**src/rtl/dbg_loader_if.sv**
```systemverilog
// ----------------------------------------------------------------------------
// dbg_loader_if: byte-stream input and debug-write bus of the program loader.
//
// Signals
//   rx_data    [7:0]        received byte
//   rx_valid                one-cycle strobe, rx_data valid
//   dbg_ack                 memory accepted the current debug write
//   dbg_mem_op              debug write request
//   dbg_wren   [DATA_W/8]   byte enables (all ones during a write)
//   dbg_adr    [ADDR_W]     write address
//   dbg_do     [DATA_W]     write data
//
// Modports
//   master : the loader (consumes rx, drives the debug write port)
//   slave  : the environment (UART RX path and SoC memory)
// ----------------------------------------------------------------------------
interface dbg_loader_if #(
  parameter int DATA_W = 32,
  parameter int ADDR_W = 32
);
  logic [7:0]          rx_data;
  logic                rx_valid;
  logic                dbg_ack;
  logic                dbg_mem_op;
  logic [DATA_W/8-1:0] dbg_wren;
  logic [ADDR_W-1:0]   dbg_adr;
  logic [DATA_W-1:0]   dbg_do;

  modport master (
    input  rx_data, rx_valid, dbg_ack,
    output dbg_mem_op, dbg_wren, dbg_adr, dbg_do
  );

  modport slave (
    output rx_data, rx_valid, dbg_ack,
    input  dbg_mem_op, dbg_wren, dbg_adr, dbg_do
  );
endinterface

```
**src/rtl/dbg_loader.sv**
```systemverilog
// ----------------------------------------------------------------------------
// dbg_loader: framed program loader for the darkriscv SoC debug write port.
//
// Parses MAGIC | base address | word count N | N words | checksum (all
// little-endian) from a byte stream, writes each word through the debug write
// port and holds the CPU in reset while a frame is being loaded.
//
// Ports
//   CLK, RES      clock, synchronous active-high reset
//   bus           dbg_loader_if.master (rx byte stream + debug write port)
//   cpu_n_reset   CPU reset, low while loading or after an error
//   busy          frame in progress
//   done          one-cycle pulse after a frame with a good checksum
//   err           sticky error (bad checksum, skid overflow, timeout)
//   dbg_state_o   current FSM state, for observation only
//
// Handshakes: rx_valid is a one-cycle strobe with no back-pressure; a byte is
// taken in the cycle rx_valid is high. The debug write is valid/ready style:
// dbg_mem_op is the valid, dbg_ack the ready; address, data and enables stay
// constant from the cycle dbg_mem_op rises until the cycle dbg_ack is seen,
// and the transfer completes in that cycle.
// ----------------------------------------------------------------------------
module dbg_loader #(
  parameter int unsigned DATA_W      = 32,
  parameter int unsigned ADDR_W      = 32,
  parameter int unsigned TIMEOUT_CYC = 1000000,
  parameter logic [7:0]  MAGIC       = 8'hA5
) (
  input  logic             CLK,
  input  logic             RES,
  dbg_loader_if.master     bus,
  output logic             cpu_n_reset,
  output logic             busy,
  output logic             done,
  output logic             err,
  output logic [2:0]       dbg_state_o
);

  localparam int unsigned WB = DATA_W / 8;
  localparam int unsigned AB = ADDR_W / 8;

  typedef enum logic [2:0] {
    S_IDLE, S_ADDR, S_CNT, S_DATA, S_WRITE, S_CSUM, S_ERR
  } state_t;

  state_t            state_q, state_d;
  logic [ADDR_W-1:0] addr_q, addr_d;
  logic [15:0]       cnt_q, cnt_d;
  logic [DATA_W-1:0] word_q, word_d;
  logic [7:0]        bcnt_q, bcnt_d;
  logic [7:0]        csum_q, csum_d;
  logic [7:0]        skid_q, skid_d;
  logic              skid_vld_q, skid_vld_d;
  logic [31:0]       timer_q, timer_d;
  logic              mem_op_q, mem_op_d;
  logic [WB-1:0]     wren_q, wren_d;
  logic              cpu_n_rst_q, cpu_n_rst_d;
  logic              busy_q, busy_d;
  logic              done_q, done_d;
  logic              err_q, err_d;

  logic              consuming;
  logic              in_vld;
  logic [7:0]        in_byte;
  logic [15:0]       cnt_next;
  logic              fail;

  always_comb begin
    state_d     = state_q;
    addr_d      = addr_q;
    cnt_d       = cnt_q;
    word_d      = word_q;
    bcnt_d      = bcnt_q;
    csum_d      = csum_q;
    skid_d      = skid_q;
    skid_vld_d  = skid_vld_q;
    timer_d     = timer_q;
    mem_op_d    = mem_op_q;
    wren_d      = wren_q;
    cpu_n_rst_d = cpu_n_rst_q;
    busy_d      = busy_q;
    done_d      = 1'b0;
    err_d       = err_q;
    fail        = 1'b0;
    cnt_next    = {in_byte, cnt_q[15:8]};

    // The skid byte (captured during a stalled write) is older than whatever
    // is on rx_data now, so it is always consumed first.
    consuming = (state_q == S_ADDR) || (state_q == S_CNT) ||
                (state_q == S_DATA) || (state_q == S_CSUM);
    in_vld    = skid_vld_q | bus.rx_valid;
    in_byte   = skid_vld_q ? skid_q : bus.rx_data;

    // Release the CPU the cycle after the done pulse.
    if (done_q) cpu_n_rst_d = 1'b1;

    if (consuming) begin
      if (skid_vld_q) begin
        // Skid byte consumed; a byte arriving now takes its place.
        skid_d     = bus.rx_data;
        skid_vld_d = bus.rx_valid;
      end
      // Idle-cycle counter; held (not cleared) while a write is stalled.
      if (TIMEOUT_CYC != 0) begin
        if (bus.rx_valid)                         timer_d = 32'd0;
        else if (timer_q == TIMEOUT_CYC - 32'd1)  fail    = 1'b1;
        else                                      timer_d = timer_q + 32'd1;
      end
    end

    case (state_q)
      S_IDLE, S_ERR: begin
        if (bus.rx_valid && bus.rx_data == MAGIC) begin
          state_d     = S_ADDR;
          cpu_n_rst_d = 1'b0;
          busy_d      = 1'b1;
          err_d       = 1'b0;
          csum_d      = 8'd0;
          bcnt_d      = 8'd0;
          timer_d     = 32'd0;
          skid_vld_d  = 1'b0;
        end
      end

      // Fields arrive LSB first: shift each byte in at the top.
      S_ADDR: begin
        if (in_vld) begin
          addr_d                 = addr_q >> 8;
          addr_d[ADDR_W-1 -: 8]  = in_byte;
          csum_d                 = csum_q + in_byte;
          if (bcnt_q == 8'(AB - 1)) begin
            bcnt_d  = 8'd0;
            state_d = S_CNT;
          end else begin
            bcnt_d  = bcnt_q + 8'd1;
          end
        end
      end

      S_CNT: begin
        if (in_vld) begin
          cnt_d  = cnt_next;
          csum_d = csum_q + in_byte;
          if (bcnt_q == 8'd1) begin
            bcnt_d  = 8'd0;
            state_d = (cnt_next == 16'd0) ? S_CSUM : S_DATA;
          end else begin
            bcnt_d  = bcnt_q + 8'd1;
          end
        end
      end

      S_DATA: begin
        if (in_vld) begin
          word_d                 = word_q >> 8;
          word_d[DATA_W-1 -: 8]  = in_byte;
          csum_d                 = csum_q + in_byte;
          if (bcnt_q == 8'(WB - 1)) begin
            bcnt_d   = 8'd0;
            state_d  = S_WRITE;
            mem_op_d = 1'b1;
            wren_d   = '1;
          end else begin
            bcnt_d   = bcnt_q + 8'd1;
          end
        end
      end

      S_WRITE: begin
        if (bus.rx_valid) begin
          if (skid_vld_q) begin
            fail = 1'b1;
          end else begin
            skid_d     = bus.rx_data;
            skid_vld_d = 1'b1;
          end
        end
        if (bus.dbg_ack) begin
          mem_op_d = 1'b0;
          wren_d   = '0;
          addr_d   = addr_q + ADDR_W'(WB);
          cnt_d    = cnt_q - 16'd1;
          state_d  = (cnt_q == 16'd1) ? S_CSUM : S_DATA;
        end
      end

      S_CSUM: begin
        if (in_vld) begin
          if (in_byte == csum_q) begin
            state_d    = S_IDLE;
            done_d     = 1'b1;
            busy_d     = 1'b0;
            skid_vld_d = 1'b0;
          end else begin
            fail = 1'b1;
          end
        end
      end

      default: state_d = S_IDLE;
    endcase

    // Any error: abandon the frame, drop a pending write request, keep the
    // CPU in reset. Words already written stay in memory.
    if (fail) begin
      state_d     = S_ERR;
      err_d       = 1'b1;
      busy_d      = 1'b0;
      done_d      = 1'b0;
      cpu_n_rst_d = 1'b0;
      mem_op_d    = 1'b0;
      wren_d      = '0;
      skid_vld_d  = 1'b0;
    end
  end

  always_ff @(posedge CLK) begin
    if (RES) begin
      state_q     <= S_IDLE;
      addr_q      <= '0;
      cnt_q       <= '0;
      word_q      <= '0;
      bcnt_q      <= '0;
      csum_q      <= '0;
      skid_q      <= '0;
      skid_vld_q  <= 1'b0;
      timer_q     <= '0;
      mem_op_q    <= 1'b0;
      wren_q      <= '0;
      cpu_n_rst_q <= 1'b1;
      busy_q      <= 1'b0;
      done_q      <= 1'b0;
      err_q       <= 1'b0;
    end else begin
      state_q     <= state_d;
      addr_q      <= addr_d;
      cnt_q       <= cnt_d;
      word_q      <= word_d;
      bcnt_q      <= bcnt_d;
      csum_q      <= csum_d;
      skid_q      <= skid_d;
      skid_vld_q  <= skid_vld_d;
      timer_q     <= timer_d;
      mem_op_q    <= mem_op_d;
      wren_q      <= wren_d;
      cpu_n_rst_q <= cpu_n_rst_d;
      busy_q      <= busy_d;
      done_q      <= done_d;
      err_q       <= err_d;
    end
  end

  assign bus.dbg_mem_op = mem_op_q;
  assign bus.dbg_wren   = wren_q;
  assign bus.dbg_adr    = addr_q;
  assign bus.dbg_do     = word_q;
  assign cpu_n_reset    = cpu_n_rst_q;
  assign busy           = busy_q;
  assign done           = done_q;
  assign err            = err_q;
  assign dbg_state_o    = state_q;

endmodule

```
**src/flat_wrapper.sv**
```systemverilog
// flat-port wrapper written by rule: the top's interface ports become plain ports
module dbg_loader_flat 
#(
  parameter int unsigned DATA_W      = 32,
  parameter int unsigned ADDR_W      = 32,
  parameter int unsigned TIMEOUT_CYC = 1000000,
  parameter logic [7:0]  MAGIC       = 8'hA5
)
  (CLK, RES, cpu_n_reset, busy, done, err, dbg_state_o, bus_rx_data, bus_rx_valid, bus_dbg_ack, bus_dbg_mem_op, bus_dbg_wren, bus_dbg_adr, bus_dbg_do);
  dbg_loader_if #(.DATA_W(DATA_W), .ADDR_W(ADDR_W)) bus_i ();
  input  logic CLK;
  input  logic RES;
  output logic cpu_n_reset;
  output logic busy;
  output logic done;
  output logic err;
  output logic [2:0] dbg_state_o;
  input wire logic [$bits(bus_i.rx_data)-1:0] bus_rx_data;
  input wire logic [$bits(bus_i.rx_valid)-1:0] bus_rx_valid;
  input wire logic [$bits(bus_i.dbg_ack)-1:0] bus_dbg_ack;
  output wire logic [$bits(bus_i.dbg_mem_op)-1:0] bus_dbg_mem_op;
  output wire logic [$bits(bus_i.dbg_wren)-1:0] bus_dbg_wren;
  output wire logic [$bits(bus_i.dbg_adr)-1:0] bus_dbg_adr;
  output wire logic [$bits(bus_i.dbg_do)-1:0] bus_dbg_do;
  assign bus_i.rx_data = bus_rx_data;
  assign bus_i.rx_valid = bus_rx_valid;
  assign bus_i.dbg_ack = bus_dbg_ack;
  assign bus_dbg_mem_op = bus_i.dbg_mem_op;
  assign bus_dbg_wren = bus_i.dbg_wren;
  assign bus_dbg_adr = bus_i.dbg_adr;
  assign bus_dbg_do = bus_i.dbg_do;
  dbg_loader #(.DATA_W(DATA_W), .ADDR_W(ADDR_W), .TIMEOUT_CYC(TIMEOUT_CYC), .MAGIC(MAGIC)) u_core (.CLK(CLK), .RES(RES), .bus(bus_i), .cpu_n_reset(cpu_n_reset), .busy(busy), .done(done), .err(err), .dbg_state_o(dbg_state_o));
endmodule
```
**config.mk**
```make
export PLATFORM = sky130hd
export DESIGN_NAME = dbg_loader_flat
export DESIGN_NICKNAME = d
export VERILOG_FILES = /design/src/rtl/dbg_loader_if.sv /design/src/rtl/dbg_loader.sv /design/src/flat_wrapper.sv
export SDC_FILE = /design/constraint.sdc
export NUM_CORES = 1
export LEC_CHECK = 0
export ABC_AREA = 1
export CORE_UTILIZATION = 40
export CTS_CLUSTER_SIZE = 16
export DETAILED_ROUTE_END_ITERATION = 7
export DONT_BUFFER_PORTS = 1
export REMOVE_ABC_BUFFERS = 1
export SYNTH_ARGS = -nofsm -noshare
export SYNTH_HDL_FRONTEND = slang
export SYNTH_SLANG_ARGS = --single-unit
```
**constraint.sdc**
```tcl
create_clock -name CLK -period 3 [get_ports CLK]
set_clock_uncertainty 0.1 [all_clocks]
set_input_delay 0.45 -clock CLK [delete_from_list [all_inputs] [get_ports CLK]]
set_output_delay 0.45 -clock CLK [all_outputs]
set_load 0.005 [all_outputs]
```
-- Word-level counts from Yosys, hierarchy flattened
Index checks and enable logic that the tools add are counted.
W data, S select, Z words.
- register bits after elaboration: 149
- input bits: 12
- output and inout bits: 76
- word-level logic and storage cells: 162
- add/subtract/negate cells: 5
- eq/ne operators: 34
- muxes and demuxes: 75
- bitwise gates (word level): 3
- reduce and logical (&&, ||, !) cells: 29
- operators with widths (cell ; count):
    $mux W32 ; 7
    $mux W8 ; 12
    $pmux W32 S2 ; 1
    $mux W3 ; 13
    $add A32 B1 Y32 const B ; 1
    $add A32 B3 Y32 const B ; 1
    $eq A32 B20 Y1 const B ; 1
    $mux W16 ; 2
    $pmux W16 S2 ; 1
    $mux W1 ; 28
    $pmux W8 S3 ; 1
    $reduce_and A10 Y1 ; 2
    $pmux W3 S6 ; 1
    $eq A16 B1 Y1 const B ; 1
    $logic_not A16 Y1 ; 1
    $pmux W8 S2 ; 1
    $sub A16 B1 Y16 const B ; 1
    $ne A3 B1 Y1 const B ; 5
    $ne A3 B2 Y1 const B ; 5
    $ne A2 B1 Y1 const B ; 7
    $reduce_bool A2 Y1 ; 7
    $mux W4 ; 3
    $reduce_and A4 Y1 ; 3
    $ne A2 B2 Y1 const B ; 5
    other kinds (23) ; 36

-- Longest topological paths before layout
- depth after elaboration: 10
- gate-level depth with buffers: 17

-- Worst setup path before layout
Ideal clock, no wire load.
- kind: flip-flop to flip-flop
- start: reg u_core.skid_vld_q
- end: reg u_core.state_q[1], in the netlist u_core.dbg_state_o[1]
- arrival: 2.185 ns
- data required time: 2.787 ns
- setup slack: 0.602 ns
- cell stages (with the launch flop): 17
- path through: dfxtp_1 > buf_2 > nand2_1 > nand2_1 > inv_1 > ha_1 > clkbuf_1 > nor2_1 > nand2_1 > nor2_1 > nand2_1 > nand2_2 > nand2_1 > a21oi_4 > nand2_1 > nor2_1 > nor2_1
- longest elaborated chain between the ends: 7
- elaborated cells between the ends (all ways): 25
- those cells by class: 11 x eq/ne; 11 x mux; 1 x bitwise; 2 x reduce/logical
- RTL lines (element ; line ; text):
    start, declared ; dbg_loader.sv:53 ; logic skid_vld_q, skid_vld_d;
    start signal, assigned ; dbg_loader.sv:242 ; skid_vld_q <= skid_vld_d;
    $mux W8 (*) ; dbg_loader.sv:92 ; in_byte = skid_vld_q ? skid_q : bus.rx_data;
    via u_core.in_byte[2] ; dbg_loader.sv:64 ; logic [7:0] in_byte;
    $eq A8 B8 Y1 / $logic_not A16 Y1 (equally long branches) ; dbg_loader.sv:189, dbg_loader.sv:146 ;
    $mux W1 / $mux W3 (equally long branches) ; dbg_loader.sv:189, dbg_loader.sv:146 ;
    $mux W1 / $mux W3 (equally long branches) ; dbg_loader.sv:188, dbg_loader.sv:144 ;
    $pmux W1 S2 / $mux W3 (equally long branches) ; dbg_loader.sv:111, dbg_loader.sv:141 ;
    $ne A3 B1 Y1 (no line), or another cell as far along ; -- ;
    $reduce_and A10 Y1 (no line) / $mux W3 (equally long branches) ; -- ;
    end signal, assigned ; dbg_loader.sv:235 ; state_q <= state_d;
    end, declared ; dbg_loader.sv:46 ; state_t state_q, state_d;
The timed path passes the listed nets; every way through them passes the cells marked *. The select of a mux whose other input is x is not followed.
A chain may end at the register's enable or synchronous reset.

-- Worst setup path in the final report
Same ends and word-level chain as after synthesis.

==> metrics.log <==
INFO  metric outcome = finished, final reports clean
INFO  metric drc = 0
INFO  metric fp.coreArea = ~21000 µm²
INFO  metric cp-start-kind = flop
INFO  metric die_w = between 100 and 150 µm
INFO  metric most_used_cell_cp = sky130_fd_sc_hd__nand2_1
INFO  metric path_class = reg -> reg
INFO  metric antennaDiodeCount = 0
INFO  metric mappedNetlistArea = between 8000 and 9000 µm²
INFO  metric max_freq = between 300 and 400 MHz
INFO  metric cts.root.buffer_cell = sky130_fd_sc_hd__clkbuf_16
INFO  metric wirelength = 26000 µm
INFO  metric leakagePower = 3.95 nW
INFO  metric chipHeight = around 150 µm
INFO  metric floorplan.initialDensity = approximately 41%
INFO  metric detailed_place_hpwl = roughly 18000 µm
INFO  metric ctsLongestPathBuffers = 2
INFO  metric max_slew_margin = between 40 and 50%
INFO  metric crit_start = u_core.skid_vld_q
INFO  metric totalNegativeSetupSlack = 0 ns
INFO  metric endpoint_kind = flop
INFO  metric route.detailed.wl_per_inst = 15.5 µm
INFO  metric ir_drop = ~0.00045 V
INFO  metric post-route-period-util = about nine tenths
INFO  metric cp.required = 3.22 ns
INFO  metric gr-total-overflow = 0
INFO  metric detail_route.iter0.violations = 632
INFO  metric post-route-min-period = 2.65 ns
INFO  metric groute.usage.overall = a little under a quarter
INFO  metric hold_viol_final = 0
INFO  metric power.total = 7.12 mW
INFO  metric synth_warnings = 0
INFO  metric flow.area_growth_from_synthesis = 9.79%
INFO  metric initial_antenna_violation_count = 0
INFO  metric synthCells = around 1400
INFO  metric timing.rr.start = u_core.skid_vld_q
INFO  metric cts-htree-levels = 4
INFO  metric clk-insertion-delay-late = around 0.43 ns
INFO  metric detail_route.first_pass.iterations = 5
INFO  metric fin_worst_hold_slack = approximately 0.013 ns
INFO  metric cts_buf_count = 17
INFO  metric num_rows = 53
INFO  metric rrSetupSlack = between 0.3 and 0.4 ns
INFO  metric vias = roughly 8800
INFO  metric cp_max_fo = 13
INFO  metric grt_pass1_vias = roughly 8000
INFO  metric synth.avg_cell_area = 6.18 µm²
INFO  metric post_route_cells_drive_above_1_share = under 10%
INFO  metric pin_count = slightly below 90
INFO  metric grt_max_degree = 57
INFO  metric buffer_ports.inserted = 0
INFO  metric wire_length_of_the_first_global_routing_pass = approximately 42000 µm
INFO  metric worst_ep_arrival_time = 2.87 ns
INFO  metric ys_ff_latch = about 150
INFO  metric worst_path_largest_cell_delay = about 0.41 ns
INFO  metric gp_routability_congestion = just over 0.9
INFO  metric synth-async-reset-ratio = 0%
INFO  metric die_area = about 22000 µm²
INFO  metric regToRegEndpoint = u_core.dbg_state_o[1]
INFO  metric clk_pin_slew_worst_paths = 0.07 ns
INFO  metric tritoncts = done
INFO  metric ctsResizeCount = 0
INFO  metric crit_end = u_core.dbg_state_o[1]
INFO  metric viasPerCell = roughly 5.2
INFO  metric maxCapViolations = 0
INFO  metric worst_hold_path_type = in -> reg
INFO  metric drtAntennaViolNets = 0
INFO  metric timing_worst_slew_pin_value = just under 0.8 ns
INFO  metric synthDistinctLibCells = 42
INFO  metric synth-edff-count = 0
INFO  metric finish.net_count = approximately 1400
INFO  metric setup_repair_after_global_routing_missed_its_margin = no
INFO  metric synthFlopType = sky130_fd_sc_hd__dfxtp_1
INFO  metric power_density_over_the_cells = ~740 nW/µm²
INFO  metric finalMaxSlewViolations = 0
INFO  metric final-setup-viol-count = 0
INFO  metric number_of_clock_sinks = 145
INFO  metric crit_path_cell_trace = inv_2, nand2_1, nand2_1, inv_1, ha_1, nor2_1, nand2_1, nor2_1, nand2_1, nand2_2, nand2_1, a21oi_4, nand2_1, nor2_1, nor2_1
INFO  metric synth.yosys.seq_area_share = 33.4%
INFO  metric timing.critical_path.slowest_stage_cell = sky130_fd_sc_hd__ha_1
INFO  metric timing.reg2reg.worst_path_depth = 15
## cell usage in the layout, fill, tap and decap left out, types with 4 or more instances in the layout
cell type	netlist	routed
sky130_fd_sc_hd__a31oi_1	8	8
sky130_fd_sc_hd__nand2_1	372	372
sky130_fd_sc_hd__o21ai_0	116	116
sky130_fd_sc_hd__buf_4	4	14
sky130_fd_sc_hd__nand4_1	14	14
sky130_fd_sc_hd__nor2_1	230	230
sky130_fd_sc_hd__o211ai_1	7	7
sky130_fd_sc_hd__clkbuf_16	0	17
sky130_fd_sc_hd__nor3_1	22	22
sky130_fd_sc_hd__a211oi_1	14	14
sky130_fd_sc_hd__dlygate4sd3_1	0	4
sky130_fd_sc_hd__nand3_1	84	84
sky130_fd_sc_hd__inv_6	0	4
sky130_fd_sc_hd__o21ai_1	9	9
sky130_fd_sc_hd__xor2_1	21	21
sky130_fd_sc_hd__inv_2	14	15
sky130_fd_sc_hd__a21oi_1	98	98
sky130_fd_sc_hd__clkinvlp_4	0	5
sky130_fd_sc_hd__ha_1	13	13
sky130_fd_sc_hd__nand2_2	6	6
sky130_fd_sc_hd__dfxtp_1	145	145
sky130_fd_sc_hd__xnor2_1	6	6
sky130_fd_sc_hd__nand3b_1	4	4
sky130_fd_sc_hd__nor2_2	6	6
sky130_fd_sc_hd__inv_1	134	133
sky130_fd_sc_hd__nor2_4	5	5
## power breakdown
part	switching (mW)	internal (mW)
clock	0.941	1.19
combinational	1.71	0.779
sequential	0.332	2.16
## routing by layer
layer  vias up  part of all wire [%]  track usage (%)
met5         -                     0                0
met4         0                   2.0             7.30
met3        28                   6.3             5.61
met2       212                    46             39.3
met1      4031                    46             30.1
li1       4514                     -                -
## flip-flops by register name, summed over array words and instances, names as in the netlist
name	cells
u_core.bcnt_q	8
u_core.bus.dbg_adr	32
u_core.bus.dbg_do	32
u_core.bus.dbg_wren	1
u_core.busy	1
u_core.cnt_q	16
u_core.cpu_n_reset	1
u_core.csum_q	8
u_core.dbg_state_o	3
u_core.done	1
u_core.err	1
u_core.skid_q	8
u_core.skid_vld_q	1
u_core.timer_q	32
## cell type report
type / count / area, µm²
Clock buffer: 18 / 439
Clock inverter: 14 / 145
Fill cell: 2259 / 11600
Inverter: 149 / 559
Multi-Input combinational cell: 1061 / 5000
Sequential cell: 145 / 2900
Tap cell: 275 / 344
Timing Repair Buffer: 19 / 165
## kinds of logic after synthesis
family / after synthesis / share of synthesized area [%]
buffers and inverters: 201 / 9.20
adder cells (fa/ha/maj): 14 / 2.10
flip-flops: 145 / 33.4
XOR/XNOR: 27 / 2.72
AO/OA/AOI/OAI: 267 / 16.8
AND/OR/NAND/NOR: 753 / 35.8
## cell usage after synthesis, types with 2 or more instances
cell type,number,area (µm²)
sky130_fd_sc_hd__nor3_2,2,20.0
sky130_fd_sc_hd__a21oi_1,98,490
sky130_fd_sc_hd__nand3_1,84,420
sky130_fd_sc_hd__o21ai_2,3,26.3
sky130_fd_sc_hd__nor2_1,230,863
sky130_fd_sc_hd__buf_4,4,30.0
sky130_fd_sc_hd__o21bai_1,3,22.5
sky130_fd_sc_hd__nor4_1,2,12.5
sky130_fd_sc_hd__nor2_4,5,56.3
sky130_fd_sc_hd__inv_2,14,52.6
sky130_fd_sc_hd__clkbuf_1,32,120
sky130_fd_sc_hd__a21oi_4,2,32.5
sky130_fd_sc_hd__xnor2_1,6,52.6
sky130_fd_sc_hd__nor2_2,6,37.5
sky130_fd_sc_hd__buf_2,13,65.1
sky130_fd_sc_hd__nand3b_1,4,30.0
sky130_fd_sc_hd__o21ai_0,116,581
sky130_fd_sc_hd__ha_1,13,163
sky130_fd_sc_hd__nor3b_1,2,15.0
sky130_fd_sc_hd__a211oi_1,14,105
sky130_fd_sc_hd__o22ai_1,2,12.5
sky130_fd_sc_hd__o21ai_1,9,45.0
sky130_fd_sc_hd__inv_1,134,503
sky130_fd_sc_hd__or2_2,2,12.5
sky130_fd_sc_hd__nand4_1,14,87.6
sky130_fd_sc_hd__dfxtp_1,145,2900
sky130_fd_sc_hd__nand2_2,6,37.5
sky130_fd_sc_hd__o211ai_1,7,52.6
sky130_fd_sc_hd__nor3_1,22,110
sky130_fd_sc_hd__a221oi_1,2,17.5
sky130_fd_sc_hd__a31oi_1,8,50.1
sky130_fd_sc_hd__xor2_1,21,184
sky130_fd_sc_hd__buf_6,2,22.5
sky130_fd_sc_hd__nand2_1,372,1400
## what timing repair did
item	in CTS	in global routing
endpoints found under the hold margin	30	1
setup buffers	0	0
hold buffers	4	1
## metrics by stage
stage	setup slack (ns)	cell area, µm²	instances	util [%]
floorplan	0.479	8460	1355	-
global placement	0.468	8910	1644	42.1
detailed placement	0.400	8910	1644	42.1
CTS	0.378	9540	1680	45.1
global route	0.127	9550	1681	45.2
finish	0.347	9550	1681	45.2
## worst min-delay path by stage
stage,start,end,depth (start not counted)
global placement,u_core.csum_q[0],u_core.csum_q[0],2
CTS,RES,u_core.bus.dbg_do[24],1
global route,RES,u_core.bus.dbg_do[26],1
floorplan,u_core.csum_q[0],u_core.csum_q[0],2
detailed placement,u_core.csum_q[0],u_core.csum_q[0],2
finish,RES,u_core.bus.dbg_do[26],1
## critical path: cells and delay by family, from the launching register on
kind | cells | cell delay, ns
AO/OA/AOI/OAI | 1 | 0.21
buffers and inverters | 2 | 0.31
adder cells (fa/ha/maj) | 1 | 0.41
AND/OR/NAND/NOR | 11 | 1.13
flip-flops | 1 | 0.37
(Power assumes the default switching activity.)
